<file path="config.mk">
export PLATFORM = sky130hd
export DESIGN_NAME = pipe_adder
export DESIGN_NICKNAME = d
export VERILOG_FILES = /design/src/rtl/pipe_adder_pkg.sv /design/src/rtl/adder_slice.sv /design/src/rtl/pipe_adder.sv
export SDC_FILE = /design/constraint.sdc
export NUM_CORES = 1
export LEC_CHECK = 0
export CORE_MARGIN = 2
export CORE_UTILIZATION = 23
export DETAILED_ROUTE_END_ITERATION = 6
export GPL_ROUTABILITY_DRIVEN = 0
export PLACE_DENSITY = 0.48
export SYNTH_ARGS = -nofsm -noshare
export SYNTH_HDL_FRONTEND = slang
export SYNTH_HIERARCHICAL = 1
export SYNTH_SLANG_ARGS = --single-unit
</file>
<file path="constraint.sdc">
create_clock -name clk -period 2.68 [get_ports clk]
set_clock_uncertainty 0.1 [all_clocks]
set_input_delay 0.402 -clock clk [delete_from_list [all_inputs] [get_ports clk]]
set_output_delay 0.402 -clock clk [all_outputs]
set_load 0.02 [all_outputs]
</file>
<file path="src/rtl/pipe_adder_pkg.sv">
// ============================================================================
// pipe_adder_pkg : shared helpers and stage control type for pipe_adder
// Revision: 1.0
// ============================================================================
`default_nettype none

package pipe_adder_pkg;

  typedef struct packed {
    logic valid;
    logic carry;
  } stage_ctl_t;

  function automatic int slice_width(input int n, input int stages);
    return n / stages;
  endfunction

  function automatic logic signed_ovf(input logic a_sign, input logic b_sign,
                                      input logic s_sign);
    return (a_sign == b_sign) && (s_sign != a_sign);
  endfunction

endpackage

`default_nettype wire

</file>
<file path="src/rtl/adder_slice.sv">
// ============================================================================
// adder_slice : combinational W-bit add with carry in/out
// Revision: 1.0
// ============================================================================
`default_nettype none

module adder_slice #(
  parameter int W = 8
) (
  input  logic [W-1:0] a,
  input  logic [W-1:0] b,
  input  logic         ci,
  output logic [W-1:0] s,
  output logic         co
);

  assign {co, s} = {1'b0, a} + {1'b0, b} + {{W{1'b0}}, ci};

endmodule

`default_nettype wire

</file>
<file path="src/rtl/pipe_adder.sv">
// ============================================================================
// pipe_adder : N-bit add/subtract split into STAGES carry-chained slices,
//              one register stage per slice, valid/ready on both sides
// Revision: 1.0
// ============================================================================
`default_nettype none

module pipe_adder #(
  parameter int N      = 32,
  parameter int STAGES = 4
) (
  input  logic         clk,
  input  logic         rstn,
  input  logic         s_valid,
  output logic         s_ready,
  input  logic [N-1:0] A,
  input  logic [N-1:0] B,
  input  logic         c_in,
  input  logic         sub,
  output logic         m_valid,
  input  logic         m_ready,
  output logic [N-1:0] S,
  output logic         c_out,
  output logic         ovf
);
  import pipe_adder_pkg::*;

  localparam int W = slice_width(N, STAGES);

  // Package types cannot depend on N, so the width-dependent payload lives here.
  typedef struct packed {
    stage_ctl_t   ctl;
    logic [N-1:0] sum;
    logic [N-1:0] a;
    logic [N-1:0] b;
  } stage_t;

  stage_t r_q   [STAGES];
  stage_t w_nxt [STAGES];
  stage_t w_last;
  logic   w_en;
  logic   w_unused_bits;

  assign w_last  = r_q[STAGES-1];
  assign w_en    = !w_last.ctl.valid || m_ready;
  assign s_ready = w_en;

  generate
    for (genvar k = 0; k < STAGES; k++) begin : g_stage
      stage_t       w_prev;
      stage_t       w_cur;
      logic [W-1:0] w_sum;
      logic         w_co;

      if (k == 0) begin : g_head
        // Subtraction becomes A + ~B + ~c_in; stage 0 carry slot holds cx.
        always_comb begin
          w_prev           = '0;
          w_prev.ctl.valid = s_valid;
          w_prev.ctl.carry = sub ? ~c_in : c_in;
          w_prev.a         = A;
          w_prev.b         = sub ? ~B : B;
        end
      end else begin : g_body
        assign w_prev = r_q[k-1];
      end

      adder_slice #(.W(W)) u_slice (
        .a  (w_prev.a[k*W +: W]),
        .b  (w_prev.b[k*W +: W]),
        .ci (w_prev.ctl.carry),
        .s  (w_sum),
        .co (w_co)
      );

      always_comb begin
        w_cur                 = w_prev;
        w_cur.sum[k*W +: W]   = w_sum;
        w_cur.ctl.carry       = w_co;
      end

      assign w_nxt[k] = w_cur;
    end
  endgenerate

  // Single global enable: the whole pipe advances or holds together.
  always_ff @(posedge clk or negedge rstn) begin
    if (!rstn) begin
      for (int k = 0; k < STAGES; k++) begin
        r_q[k] <= '0;
      end
    end else if (w_en) begin
      for (int k = 0; k < STAGES; k++) begin
        r_q[k] <= w_nxt[k];
      end
    end
  end

  assign m_valid = w_last.ctl.valid;
  assign S       = w_last.sum;
  assign c_out   = w_last.ctl.carry;
  assign ovf     = signed_ovf(w_last.a[N-1], w_last.b[N-1], w_last.sum[N-1]);

  // Only the sign bits of the operands are needed past the last slice.
  assign w_unused_bits = ^{w_last.a[N-2:0], w_last.b[N-2:0]};

endmodule

`default_nettype wire

</file>
==> results of run 1 <==
[repair_timing]
action,in CTS,in global routing
hold buffers,1,0
endpoints found under the hold margin,48,0
setup endpoints to repair,0,0
[flip-flops by register name, indices dropped and copies added, names as in the netlist]
name	count
c_out	1
S	32
g_stage.w_prev	3
m_valid	1
r_q	2
g_stage.w_cur	147
[worst max-delay path: stages]
cell	delay [ns]
sky130_fd_sc_hd__clkdlybuf4s50_1	0.43
sky130_fd_sc_hd__xor2_1	0.17
sky130_fd_sc_hd__fa_1	0.51
sky130_fd_sc_hd__fa_1	0.43
sky130_fd_sc_hd__a21oi_1	0.22
sky130_fd_sc_hd__o21a_1	0.18
sky130_fd_sc_hd__o21ai_0	0.10
sky130_fd_sc_hd__mux2_2	0.27
[cells in the final DEF (no fill, tap or decap), types with 4 or more instances in the layout]
master                            netlist  routed
sky130_fd_sc_hd__dfrtp_1              186     186
sky130_fd_sc_hd__mux2_4               128     128
sky130_fd_sc_hd__clkdlybuf4s50_1        0     103
sky130_fd_sc_hd__mux2_2                57      57
sky130_fd_sc_hd__xor2_1                41      41
sky130_fd_sc_hd__ha_1                  28      28
sky130_fd_sc_hd__clkbuf_16              0      17
sky130_fd_sc_hd__a21oi_1               17      17
sky130_fd_sc_hd__nand2_1               10      10
sky130_fd_sc_hd__buf_4                 32      10
sky130_fd_sc_hd__nand3_1                8       8
sky130_fd_sc_hd__a21o_1                 8       8
sky130_fd_sc_hd__inv_1                  8       8
sky130_fd_sc_hd__xnor2_1                8       8
sky130_fd_sc_hd__a311o_1                8       8
sky130_fd_sc_hd__fa_1                   8       8
sky130_fd_sc_hd__buf_12                 0       8
sky130_fd_sc_hd__nand2b_1               6       5
sky130_fd_sc_hd__nor2b_1                5       5
sky130_fd_sc_hd__nor3_1                 5       5
sky130_fd_sc_hd__inv_6                  0       4
sky130_fd_sc_hd__o21ai_0                4       4
sky130_fd_sc_hd__inv_2                  4       4
sky130_fd_sc_hd__nor4_1                 4       4
sky130_fd_sc_hd__o21bai_1               4       4
[layer usage]
layer  GRT usage [%]  up-vias  share of wire (%)
li1                -     2366                  -
met2           14.01       62                 47
met4           3.469        0                1.5
met1           11.88     2453                 48
met5               0        -                  0
met3           2.376       13                3.4
[report_power, final]
part | internal [mW] | leakage (nW) | switching [mW]
Clock | 1.50 | 0.290 | 1.14
Sequential | 4.10 | 2.17 | 0.780
Combinational | 3.69 | 2.64 | 2.49
[cells by family (layout without fill, tap and decap cells)]
kind of cell / count (synthesis) / count (layout) / synth area share, %
xor gates and xnor gates: 49 / 49 / 4.601
and+or+nand+nor: 46 / 46 / 2.629
AOI/OAI and AO/OA: 56 / 56 / 4.333
buffers and inverters: 69 / 166 / 5.473
adders and majority gates: 36 / 36 / 5.473
muxes: 186 / 186 / 27.59
DFF: 186 / 186 / 49.90
[stage by stage]
| step | total power, mW | utilization [%] | area [sq um] | TNS (ns) | cells |
|---|---|---|---|---|---|
| 4_1_cts | 13.97 | 28.62 | 11420 | 0 | 1250 |
| 3_5_place_dp | 11.21 | 27.09 | 10810 | -0.6711 | 1219 |
| 3_3_place_gp | 11.10 | 27.09 | 10810 | -0.5073 | 1219 |
| 5_1_grt | 14.76 | 28.62 | 11420 | 0 | 1250 |
| 6_report | 13.70 | 28.62 | 11420 | 0 | 1250 |
| 2_1_floorplan | 9.869 | - | 9328 | 0 | 628 |
[worst paths after layout]
kind	from	endpoint	slack, ns	cells after the start
worst max-delay path	B[0]	g_stage[1].w_prev[96]	0.20	8
worst min-delay path	g_stage[3].w_cur[97]	m_valid	0.37	1
worst max register to register	g_stage[2].w_cur[48]	g_stage[3].w_prev[96]	0.29	7
worst min register to register	g_stage[3].w_cur[97]	m_valid	0.37	1
max in group asynchronous	rstn	g_stage[1].w_cur[19]	1.33	3
min in group asynchronous	rstn	g_stage[1].w_cur[63]	0.38	2
[layout make-up]
class	instances	area, sq um
Multi-Input combinational cell	373	4170
Clock buffer	18	439.2
Tap cell	525	656.9
Fill cell	4029	28490
Clock inverter	12	162.7
Timing Repair Buffer	124	1295
Sequential cell	186	4654
Inverter	12	45.04
==> metrics.md, run 1 <==
| Metric | Value |
|---|---|
| Status | `finished, final reports clean` |
| Clock-pin slew on the worst setup and hold paths | `0.07 ns` |
| Root buf cell | `sky130_fd_sc_hd__clkbuf_16` |
| Grt ovf | `0` |
| Quantity of gates resized following cts | `0` |
| Number of register bits inferred by synthesis | `186` |
| Synthesized net count | `734` |
| Effective utilization at floorplan | `23.37%` |
| Die height | `205.4 microns` |
| Worst setup slack after placement | `-0.2351 ns` |
| WP data arrival | `2.70 ns` |
| Vias in the first global route | `5,262` |
| DR WL/cell | `14.01 microns` |
| Count of yosys warnings during synthesis | `6` |
| Peak VDD IR | `0.4208 mV` |
| Leakage component of the power | `5.098 nW` |
| Number of inserted diodes | `0` |
| Final count of pins violating max slew | `0` |
| Gate Count Post-Synth | `628` |
| Clk_lat worst skew | `0.44 ns` |
| Shortest clock period the worst path allows after layout | `2.477 ns` |
| Number of endpoints failing setup at the final stage | `0` |
| IO Pins | `106` |
| Distinct cells, synth | `34` |
| Share of synthesized flip-flops with an asynchronous set or reset | `100.0%` |
| Average instance area after synthesis | `14.85 sq um` |
| # rows | `73` |
| Startpoint-to-endpoint class of the critical path | `primary input to flip-flop` |
| Count leader, synth | `sky130_fd_sc_hd__dfrtp_1` |
| Count of flip-flops with a built-in enable after synthesis | `0` |
| Final cycle utilization of the critical path | `92.42%` |
| Transition time at the pin with the least slew margin | `0.4151 ns` |
| Fin Hold WS | `0.3657 ns` |
| Total routing resource utilization after global routing | `8.984%` |
| Synth Flop Type | `sky130_fd_sc_hd__dfrtp_1` |
| Max-capacitance violation count | `0` |
| Area enclosed by the die boundary | `0.04218 sq mm` |
| Wire length of the first global-routing pass | `28,990 microns` |
| Width of the die | `205.4 microns` |
| Count of nets after finishing | `820` |
| CTS Buffer Depth | `2` |
| Share of synthesized area occupied by flip-flops and latches | `49.90%` |
| Top post-synthesis cells by count | `186 x sky130_fd_sc_hd__dfrtp_1, 128 x sky130_fd_sc_hd__mux2_4, 57 x sky130_fd_sc_hd__mux2_2` |
| Cell taking the most area after synthesis | `sky130_fd_sc_hd__dfrtp_1` |
| DRC | `0` |
| Type of the tightest min-delay check | `flip-flop to flip-flop` |
| Number of buffers created by CTS | `17` |
| Port Buffer Count | `105` |
| Antenna violations before repair | `0` |
| Post-CTS setup buffer count | `0` |
| Core area | `0.03991 sq mm` |
| Capturing element type of the critical path | `flip-flop` |
| Maximum achievable frequency | `403.8 MHz` |
| Total wirelength of the detailed-routed design | `17,510 microns` |
| Drt via density | `3.915` |
| Launching element type of the critical path | `primary input` |
| Area added between synthesis and finish | `22.47%` |
| Clock Sink Count | `186` |
| RSZ-0062 raised after global routing | `no` |
| Largest net degree at the start of global routing | `71` |
| CP required | `2.91 ns` |
| First-iteration detailed-routing DRC count | `188` |
| Final hold viol count | `0` |
| PwrDens | `1199 mW/mm^2` |
| Total number of H-tree levels | `4` |
| ANT nets after route | `0` |
| TritonCTS clock tree | `built` |
| Smallest setup slack after layout | `0.2033 ns` |
| Fraction of final layout cells sized beyond drive strength 1 | `33.93%` |
| Post-synth design cell area | `0.009328 sq mm` |
| Biggest area contributors in the synthesized netlist | `sky130_fd_sc_hd__dfrtp_1 50%, sky130_fd_sc_hd__mux2_4 21%, sky130_fd_sc_hd__mux2_2 6.9%` |
| Detailed Place HPWL | `12,250 microns` |
| Max Fanout on Critical Path | `2` |
| Normalized max-slew margin | `71.61%` |
| First-pass iteration count of the detailed router | `4` |
| Fraction of post-synthesis cell area in the top cell type by area | `49.90%` |
| Routed via count | `4,894` |
Note: power is estimated with default switching activity, not from simulation.
==> run 2, diff against run 1 <==
--- a/config.mk
+++ b/config.mk
@@ -5,11 +5,12 @@
 export SDC_FILE = /design/constraint.sdc
 export NUM_CORES = 1
 export LEC_CHECK = 0
+export ABC_AREA = 1
 export CORE_MARGIN = 2
 export CORE_UTILIZATION = 23
 export DETAILED_ROUTE_END_ITERATION = 6
 export GPL_ROUTABILITY_DRIVEN = 0
-export PLACE_DENSITY = 0.48
+export PLACE_DENSITY = 0.49
 export SYNTH_ARGS = -nofsm -noshare
 export SYNTH_HDL_FRONTEND = slang
 export SYNTH_HIERARCHICAL = 1
==> constraint.sdc (replaced) <==
create_clock -name clk -period 2.68 [get_ports clk]
set_clock_uncertainty 0.1 [all_clocks]
set_input_delay 0.536 -clock clk [delete_from_list [all_inputs] [get_ports clk]]
set_output_delay 0.536 -clock clk [all_outputs]
set_load 0.02 [all_outputs]
==> metrics.md, run 2 <==
| Metric | Value |
|---|---|
| Status | `finished, final reports clean` |
| Share of synthesized area occupied by flip-flops and latches | `50.65% (+0.75 points)` |
| Shortest clock period the worst path allows after layout | `2.480 ns (+0.003255 ns)` |
| Final cycle utilization of the critical path | `92.54% (+0.12 points)` |
| Clock Sink Count | `186 (unchanged)` |
| Clk_lat worst skew | `0.45 ns (about the same)` |
| Startpoint-to-endpoint class of the critical path | `primary input to flip-flop` |
| DRC | `0 (unchanged)` |
| Count leader, synth | `sky130_fd_sc_hd__nand2_1` |
| Area enclosed by the die boundary | `0.04157 sq mm (-1.5%)` |
| Count of yosys warnings during synthesis | `6 (unchanged)` |
| PwrDens | `1143 mW/mm^2 (-4.7%)` |
| Net Sw Frac | `38.90% (+6.7 points)` |
| Fraction of post-synthesis cell area in the top cell type by area | `50.65% (+0.75 points)` |
| Cell taking the most area after synthesis | `sky130_fd_sc_hd__dfrtp_1` |
| Total routing resource utilization after global routing | `10.65% (+1.7 points)` |
| Capturing element type of the critical path | `flip-flop` |
| FF/Latch Area | `0.004654 sq mm (unchanged)` |
| Core area | `0.03955 sq mm (-0.92%)` |
| ANT nets after route | `0 (unchanged)` |
| Drt via density | `3.839 (-1.9%)` |
| Normalized max-slew margin | `46.53% (-25 points)` |
| Net switching power | `4.972 mW (+13%)` |
| Clock Power Share | `21.0% (+1.7 points)` |
| Number of endpoints failing setup at the final stage | `0 (unchanged)` |
| Fraction of final layout cells sized beyond drive strength 1 | `6.780% (-27 points)` |
| Vias in the first global route | `6,478 (+23%)` |
| Peak VDD IR | `0.4364 mV (+3.7%)` |
| Number of inserted diodes | `0 (unchanged)` |
| Seq pwr share | `37.0% (+1.4 points)` |
| CP required | `2.91 ns (about the same)` |
| Met1 GRT Util | `15.83% (+4.0 points)` |
| Root buf cell | `sky130_fd_sc_hd__clkbuf_16` |
| Share of synthesized flip-flops with an asynchronous set or reset | `100.0% (unchanged)` |
| Synthesized net count | `1,215 (+66%)` |
| First-iteration detailed-routing DRC count | `310 (+65%)` |
| Area added between synthesis and finish | `21.70%` |
| Post-synth design cell area | `0.009190 sq mm (-1.5%)` |
| Max Fanout on Critical Path | `10 (+8)` |
| CTS Buffer Depth | `2 (unchanged)` |
| Grt ovf | `0 (unchanged)` |
| Met3 global-route usage | `2.934% (+0.56 points)` |
| Number of buffers created by CTS | `17 (unchanged)` |
| Cell area after placement | `0.01055 sq mm (-2.4%)` |
| First-pass iteration count of the detailed router | `4 (unchanged)` |
| Leakage component of the power | `5.652 nW (+11%)` |
| Filler cell count | `4,289 (+6.5%)` |
| Effective utilization at floorplan | `23.24% (-0.13 points)` |
| Commonest non-fill, non-tap cell in the layout | `sky130_fd_sc_hd__nand2_1` |
| Transition time at the pin with the least slew margin | `0.8020 ns (+0.3869 ns)` |
| Global-route met2 utilization | `14.46% (+0.45 points)` |
| Width of the die | `203.9 microns (-0.73%)` |
| Number of flip-flops in the largest register | `147 (unchanged)` |
| Final hold viol count | `0 (unchanged)` |
| Combined area of the multi-input logic cells | `0.003636 sq mm (-13%)` |
| Most Used Layer, Global Route | `met1` |
| Launching element type of the critical path | `primary input` |
| IO Pins | `106 (unchanged)` |
| # rows | `73 (unchanged)` |
| Die height | `203.9 microns (-0.73%)` |
| Max-capacitance violation count | `0 (unchanged)` |
| Clock-pin slew on the worst setup and hold paths | `0.07 ns (about the same)` |
| Total number of H-tree levels | `4 (unchanged)` |
| Antenna violations before repair | `2 (+2)` |
| Synth Flop Type | `sky130_fd_sc_hd__dfrtp_1` |
| Non-Filler Cell Area, Final | `0.01118 sq mm (-2.1%)` |
| Routed via count | `6,546 (+34%)` |
| Count of flip-flops with a built-in enable after synthesis | `0 (unchanged)` |
| Largest net degree at the start of global routing | `190 (+170%)` |
| Maximum achievable frequency | `403.2 MHz (-0.13%)` |
| Average instance area after synthesis | `8.287 sq um (-44%)` |
| Total negative setup slack | `0 ns (unchanged)` |
| Detailed Place HPWL | `14,150 microns (+16%)` |
| Final count of pins violating max slew | `0 (unchanged)` |
| WP data arrival | `2.71 ns (about the same)` |
| DR WL/cell | `12.03 microns (-14%)` |
| Internal | `7.809 mW (-16%)` |
| Port Buffer Count | `105 (unchanged)` |
| Count of nets after finishing | `1,273 (+55%)` |
| RSZ-0062 raised after global routing | `no` |
| TritonCTS clock tree | `built` |
| Top post-synthesis cells by count | `504 x sky130_fd_sc_hd__nand2_1, 186 x sky130_fd_sc_hd__dfrtp_1, 99 x sky130_fd_sc_hd__inv_1` |
| Distinct cells, synth | `24 (-29%)` |
| Number of register bits inferred by synthesis | `186 (unchanged)` |
| Wire length of the first global-routing pass | `34,800 microns (+20%)` |
| Power share of the combinational group | `42.0% (-3.1 points)` |
| Biggest area contributors in the synthesized netlist | `sky130_fd_sc_hd__dfrtp_1 51%, sky130_fd_sc_hd__nand2_1 21%, sky130_fd_sc_hd__buf_4 4.7%` |
| Type of the tightest min-delay check | `flip-flop to flip-flop` |
| Gate Count Post-Synth | `1,109 (+77%)` |
| Most frequent cells in the layout | `504 x sky130_fd_sc_hd__nand2_1, 186 x sky130_fd_sc_hd__dfrtp_1, 104 x sky130_fd_sc_hd__clkdlybuf4s50_1` |
| Total wirelength of the detailed-routed design | `20,510 microns (+17%)` |
-- run 2: cell count changes after synthesis, moves of 15 or more --
cell	change
sky130_fd_sc_hd__mux2_4	-128
sky130_fd_sc_hd__buf_6	-15
sky130_fd_sc_hd__mux2_2	-57
sky130_fd_sc_hd__o21ai_0	+41
sky130_fd_sc_hd__nand3_1	+29
sky130_fd_sc_hd__o21ai_1	+40
sky130_fd_sc_hd__xor2_1	-28
sky130_fd_sc_hd__inv_1	+91
sky130_fd_sc_hd__buf_4	+25
sky130_fd_sc_hd__nand2_1	+494
-- run 2: path summary, 6_finish.rpt --
path	end	slack, ns	start	cells after the start
max reg2reg	g_stage[3].w_cur[86]	0.45	g_stage[2].w_cur[48]	10
max in group asynchronous	S[4]	1.22	rstn	3
min	m_valid	0.36	g_stage[3].w_cur[97]	2
min in group asynchronous	g_stage[1].w_cur[8]	0.55	rstn	2
min reg2reg	m_valid	0.36	g_stage[3].w_cur[97]	2
max	g_stage[1].w_prev[96]	0.20	sub	13
-- run 2: cell families (layout without fill, tap and decap cells) --
family          Yosys count  after routing  synth area share (%)
simple gates            587            587                 26.37
flops                   186            186                 50.65
compound gates           97             97                 5.405
xor+xnor                 21             21                 2.001
buf+inv                 182            253                 10.02
fa+ha+maj                36             36                 5.555
-- run 2: through the flow --
step	utilization [%]	hold slack [ns]	worst slack (ns)	cells	power, mW
after floorplan	-	0.1404	0.1009	1109	8.883
after global placement	26.68	0.3455	-0.2694	1672	10.19
after detailed placement	26.68	0.3492	-0.2753	1672	10.27
after CTS	28.28	0.3602	0.2044	1705	13.06
after global routing	28.28	0.3790	0.03789	1705	14.05
final	28.28	0.3594	0.2000	1705	12.78
-- run 2: per-layer routing --
metal	up-vias	wire length, microns	share of wire [%]
li1	3491	-	-
met1	2946	11230	55
met2	83	8038	39
met3	22	895	4.4
met4	4	318	1.6
met5	-	25	0.12
-- run 2: critical path, stage by stage --
cell	delay [ns]
sky130_fd_sc_hd__clkdlybuf4s50_1	0.44
sky130_fd_sc_hd__buf_12	0.16
sky130_fd_sc_hd__xor2_1	0.17
sky130_fd_sc_hd__fa_1	0.44
sky130_fd_sc_hd__fa_1	0.39
sky130_fd_sc_hd__nand2_1	0.08
sky130_fd_sc_hd__nand2_1	0.10
sky130_fd_sc_hd__nand3b_4	0.09
sky130_fd_sc_hd__nand2_1	0.06
sky130_fd_sc_hd__nand2_1	0.06
sky130_fd_sc_hd__nand2_1	0.04
sky130_fd_sc_hd__nand2_1	0.06
sky130_fd_sc_hd__nand2_1	0.06
-- run 2: layout make-up --
cell class	count	share of cell area, %
flip-flops and latches	186	41.62
multi-input cells	741	32.51
repair buffers	117	10.93
well taps	525	5.873
clock buffers	18	3.927
inverters	104	3.490
clock inverters	14	1.656
-- run 2: timing repair --
item	4_1_cts	5_1_grt
gates resized for setup	0	0
endpoints found under the hold margin	18	0
hold buffers	1	0
setup buffers	0	0
-- run 2: power groups by stage --
| stage | registers, mW | clock network (mW) | logic (mW) |
|---|---|---|---|
| finish | 4.73 | 2.69 | 5.36 |
| CTS | 4.76 | 2.80 | 5.50 |
| detailed placement | 4.80 | 0 | 5.47 |
| global route | 4.91 | 2.91 | 6.23 |
| floorplan | 4.58 | 0 | 4.31 |
| global placement | 4.78 | 0 | 5.40 |
==> RTL change 1: new RTL, flow settings as in run 2 <==
`STAGES`: 4 -> 8.
--- a/src/rtl/pipe_adder.sv
+++ b/src/rtl/pipe_adder.sv
@@ -9,3 +9,3 @@
   parameter int N      = 32,
-  parameter int STAGES = 4
+  parameter int STAGES = 8
 ) (
Behaviour: not the same (Yosys sat finds a counterexample within 10 cycles, from zero or initial values and one cycle with rstn low).
==> RTL change 1 against run 2 <==
Routed wire length is 74% higher; power increased by 78%; critical path depth decreased by 9; critical path type is now primary input to output port; design area is 76% higher; maximum frequency is 2.3% lower; sequential cell count up 200; largest power group is now registers; synthesized area grew 79%; utilization shrank 0.25 points; worst setup slack lost 60 ps.
==> RTL change 1: results (changes against run 2) <==
Static Leak=9.909 nW (+75%); fillers=7,555 (+76%); Setup WS pre-CTS=29.14 ps (+304.4 ps); commonest cells in the netlist=nand2_1 (907), dfrtp_1 (386), o21ai_0 (169); min-delay worst type=primary input to async pin; Crit Path Max Fanout=2 (-8); nets=2,052 (+61%); register area share after synthesis=58.81% (+8.2 points); Ys Warns=6 (unchanged); run status=completed; total track usage=9.989% (-0.66 points); CP max stage delay=630 ps (+190 ps); Reg2Reg Depth=6 (-4); Num CTS Buffers=42 (+25); DP Area=18,340 µm² (+74%); via count=11,410 (+74%); share of cells above drive strength 1=4.911% (-1.9 points); number of global-route vias before repair=11,930 (+84%); Clock Latency Late Sink=560 ps (+110 ps); port bufs=105 (unchanged); number of flip-flops in the largest register=343 (+130%); largest net degree at the start of global routing=108 (-43%); Syn Nets=1,998 (+64%); final worst slack=140.4 ps (-59.65 ps); clock slew seen by the registers of the worst setup and hold paths=60 ps; Iter 0 DRT Violations=690 (+120%); CTS HTree Levels=2 (-2); Post-Synth XOR/XNOR Area=0.6932% (-1.3 points); Yosys cell types=17 (-29%); hpwl dp=23,110 µm (+63%); VDD IR max=0.4752 mV (+8.9%); CP delay by family, top=buffers and inverters; R2R Setup Slk=860 ps (+410 ps); antenna violations before repair=1 (-1); Arrival @ worst endpoint=1900 ps (-810 ps); final setup TNS=0 ps (unchanged); Pre-antenna DRT Iters=5 (+1); compound-cell area share of the yosys netlist=5.637% (+0.23 points); clock buffer depth=3 (+1); final wirelength=35,630 µm (+74%); Cell Int Power=14.67 mW (+88%); Root Buffer=clkbuf_16; global-route wire length before repair=61,880 µm (+78%); Adder-Cell Fraction of Synth Area=3.778% (-1.8 points); relative slew slack=66.60% (+20 points); largest cells by area after synthesis=dfrtp_1 (59%), nand2_1 (21%), o21ai_0 (5.1%); setup bufs post-CTS=0 (unchanged)
RTL change 1: cells by family after synthesis:
group,count (synthesis)
xor gates and xnor gates,13
AOI/OAI and AO/OA,185
adders and majority gates,40
DFF,386
and+or+nand+nor,971
buffers and inverters,293
RTL change 1: final cells by class:
class / count / area [µm²] / area share, %
inverters: 170 / 638.1 / 3.235
clock inverters: 11 / 102.6 / 0.5201
clock buffers: 66 / 1272 / 6.450
multi-input cells: 1209 / 5385 / 27.30
flip-flops and latches: 386 / 9659 / 48.96
well taps: 940 / 1176 / 5.962
repair buffers: 133 / 1494 / 7.573
RTL change 1: through the flow:
step	hold WS, ps	total power [mW]	cells	utilization [%]
6_report	331.8	22.75	2915	28.03
5_1_grt	345.9	24.89	2915	28.03
4_1_cts	300.5	23.22	2915	28.03
3_5_place_dp	326.1	17.28	2837	26.06
3_3_place_gp	323.5	16.98	2837	26.06
2_1_floorplan	140.4	15.06	1888	-
RTL change 1: path summary, 6_finish.rpt:
kind,start,endpoint
setup / recovery,m_ready,s_ready
hold / removal,rstn,g_stage[1].w_cur[60]
setup reg to reg,g_stage[6].w_cur[56],g_stage[7].w_cur[89]
hold reg to reg,g_stage[7].w_cur[97],m_valid
max in group asynchronous,rstn,g_stage[5].w_cur[67]
min in group clk,g_stage[7].w_cur[97],m_valid
RTL change 1: routing by layer:
metal / up-vias / track usage (%) / share of wire, %
li1: 5835 / - / -
met1: 5374 / 13.94 / 51
met2: 141 / 15.59 / 44
met3: 58 / 2.017 / 3.4
met4: 0 / 2.979 / 2.2
met5: - / 0 / 0
RTL change 1: timing repair:
item                                   in CTS  in global routing
endpoints found under the hold margin      23                  0
hold buffers                                1                  0
gates resized for setup                     0                  0
setup endpoints to repair                   0                  0
RTL change 1: worst register-to-register path: cells and delay by family, from the launching register on:
family                   cells  cell delay (ps)
AO/OA/AOI/OAI                1               90
flip-flops                   1              400
AND/OR/NAND/NOR              1               60
adder cells (fa/ha/maj)      2              900
buffers and inverters        2              180
RTL change 1: power groups by stage:
| stage | registers [mW] | logic [mW] | clock network [mW] |
|---|---|---|---|
| 2_1_floorplan | 9.50 | 5.57 | 0 |
| 3_3_place_gp | 9.82 | 7.16 | 0 |
| 3_5_place_dp | 9.89 | 7.39 | 0 |
| 4_1_cts | 9.81 | 7.42 | 5.99 |
| 5_1_grt | 10.1 | 8.55 | 6.22 |
| 6_report | 9.76 | 7.24 | 5.75 |
==> RTL change 2: new RTL, flow settings as in run 2 <==
Made on the original files. Put a register stage on the output `ovf`, with the module's reset. The value now appears one clock later. The other outputs are not delayed to match.
--- a/src/rtl/pipe_adder.sv
+++ b/src/rtl/pipe_adder.sv
@@ -101,3 +101,9 @@
   assign c_out   = w_last.ctl.carry;
-  assign ovf     = signed_ovf(w_last.a[N-1], w_last.b[N-1], w_last.sum[N-1]);
+  always_ff @(posedge clk or negedge rstn) begin
+    if (!rstn) begin
+      ovf <= '0;
+    end else begin
+      ovf <= signed_ovf(w_last.a[N-1], w_last.b[N-1], w_last.sum[N-1]);
+    end
+  end
 
Formal check against the unedited RTL: not equivalent (Yosys sat finds a counterexample within 10 cycles, from zero or initial values and one cycle with rstn low).
==> RTL change 2 against run 2 <==
Sequential cell count increased by 1; power is 0.93% lower; synthesized area is 0.27% higher; critical endpoint is now g_stage[1].w_cur[70]; largest power group unchanged; worst setup slack improved by 2.8 ps; design area grew 0.28%; routed wire length grew 0.43%; first-iteration DRC count down 4.8%.
==> RTL change 2: results (changes against run 2) <==
Avg Cell Area, Syn=8.302 µm² (+0.18%); met3 Usage GRT=3.205% (+0.27 points); largest cells by area after synthesis=dfrtp_1 (51%), nand2_1 (21%), buf_4 (4.6%); hpwl dp=14,400 µm (+1.8%); Static Leak=5.677 nW (+0.45%); met2 WL=8193 µm (+1.9%); VDD IR max=0.4089 mV (-6.3%); Crit Path Max Fanout=7 (-3); Post-Synth XOR/XNOR Area=1.996% (-0.0054 points); DR WL/cell=12.02 µm (about the same); Setup WS pre-CTS=-260.0 ps (+15.24 ps); share of cells above drive strength 1=7.323% (+0.54 points); Adder-Cell Fraction of Synth Area=5.540% (-0.015 points); number of global-route vias before repair=6,722 (+3.8%); Arrival @ worst endpoint=2700 ps (about the same); total placed cells including tap cells=1,680 (+0.48%); CP max stage delay=460 ps (+20 ps); antenna violations before repair=4 (+2); Final Cycle Share=92.43% (-0.10 points); R2R Setup Slk=480 ps (+30 ps); vias per inst=3.841 (about the same); run status=completed; register area share after synthesis=50.78% (+0.13 points); DP Area=10,620 µm² (+0.62%); Worst-Margin Slew=793.1 ps (-8.927 ps); M1 WL=11,100 µm (-1.2%); GRT met1 Usage=15.35% (-0.48 points); Area Overhead vs Synth=21.71% (about the same); critical path capture point=g_stage[1].w_cur[70]; WL met3=939 µm (+4.9%); fillers=4,293 (+0.093%); nets=1,281 (+0.63%); total track usage=10.68% (+0.032 points); final wirelength=20,600 µm (+0.43%); compound-cell area share of the yosys netlist=5.390% (-0.015 points); Global Route met2 Usage=15.10% (+0.64 points)
## RTL change 2: cell count changes in the layout (fill, tap and decap cells not counted)
cell        change
clkinv_4        -2
buf_4           +8
clkinvlp_4      +1
dfrtp_1         +1
inv_8           +4
inv_6           -1
bufinv_16       -2
buf_12          -1
## RTL change 2: final cells by class
class,count,area share [%]
Sequential cell,187,41.72
Timing Repair Buffer,124,11.26
Inverter,104,3.481
Multi-Input combinational cell,741,32.42
Clock buffer,18,3.916
Clock inverter,14,1.350
Tap cell,525,5.857
## RTL change 2: power breakdown
| part | internal [mW] | leakage, nW | total (mW) | switching [mW] |
|---|---|---|---|---|
| combinational | 2.25 | 3.13 | 5.38 | 3.12 |
| sequential | 4.06 | 2.27 | 4.74 | 0.674 |
| clock | 1.35 | 0.279 | 2.55 | 1.20 |
| total | 7.66 | 5.68 | 12.7 | 5.00 |
## RTL change 2: repair_timing
item / in CTS / in global routing
hold buffers: 1 / 0
endpoints found under the hold margin: 28 / 0
endpoints found under the setup margin: 0 / 0
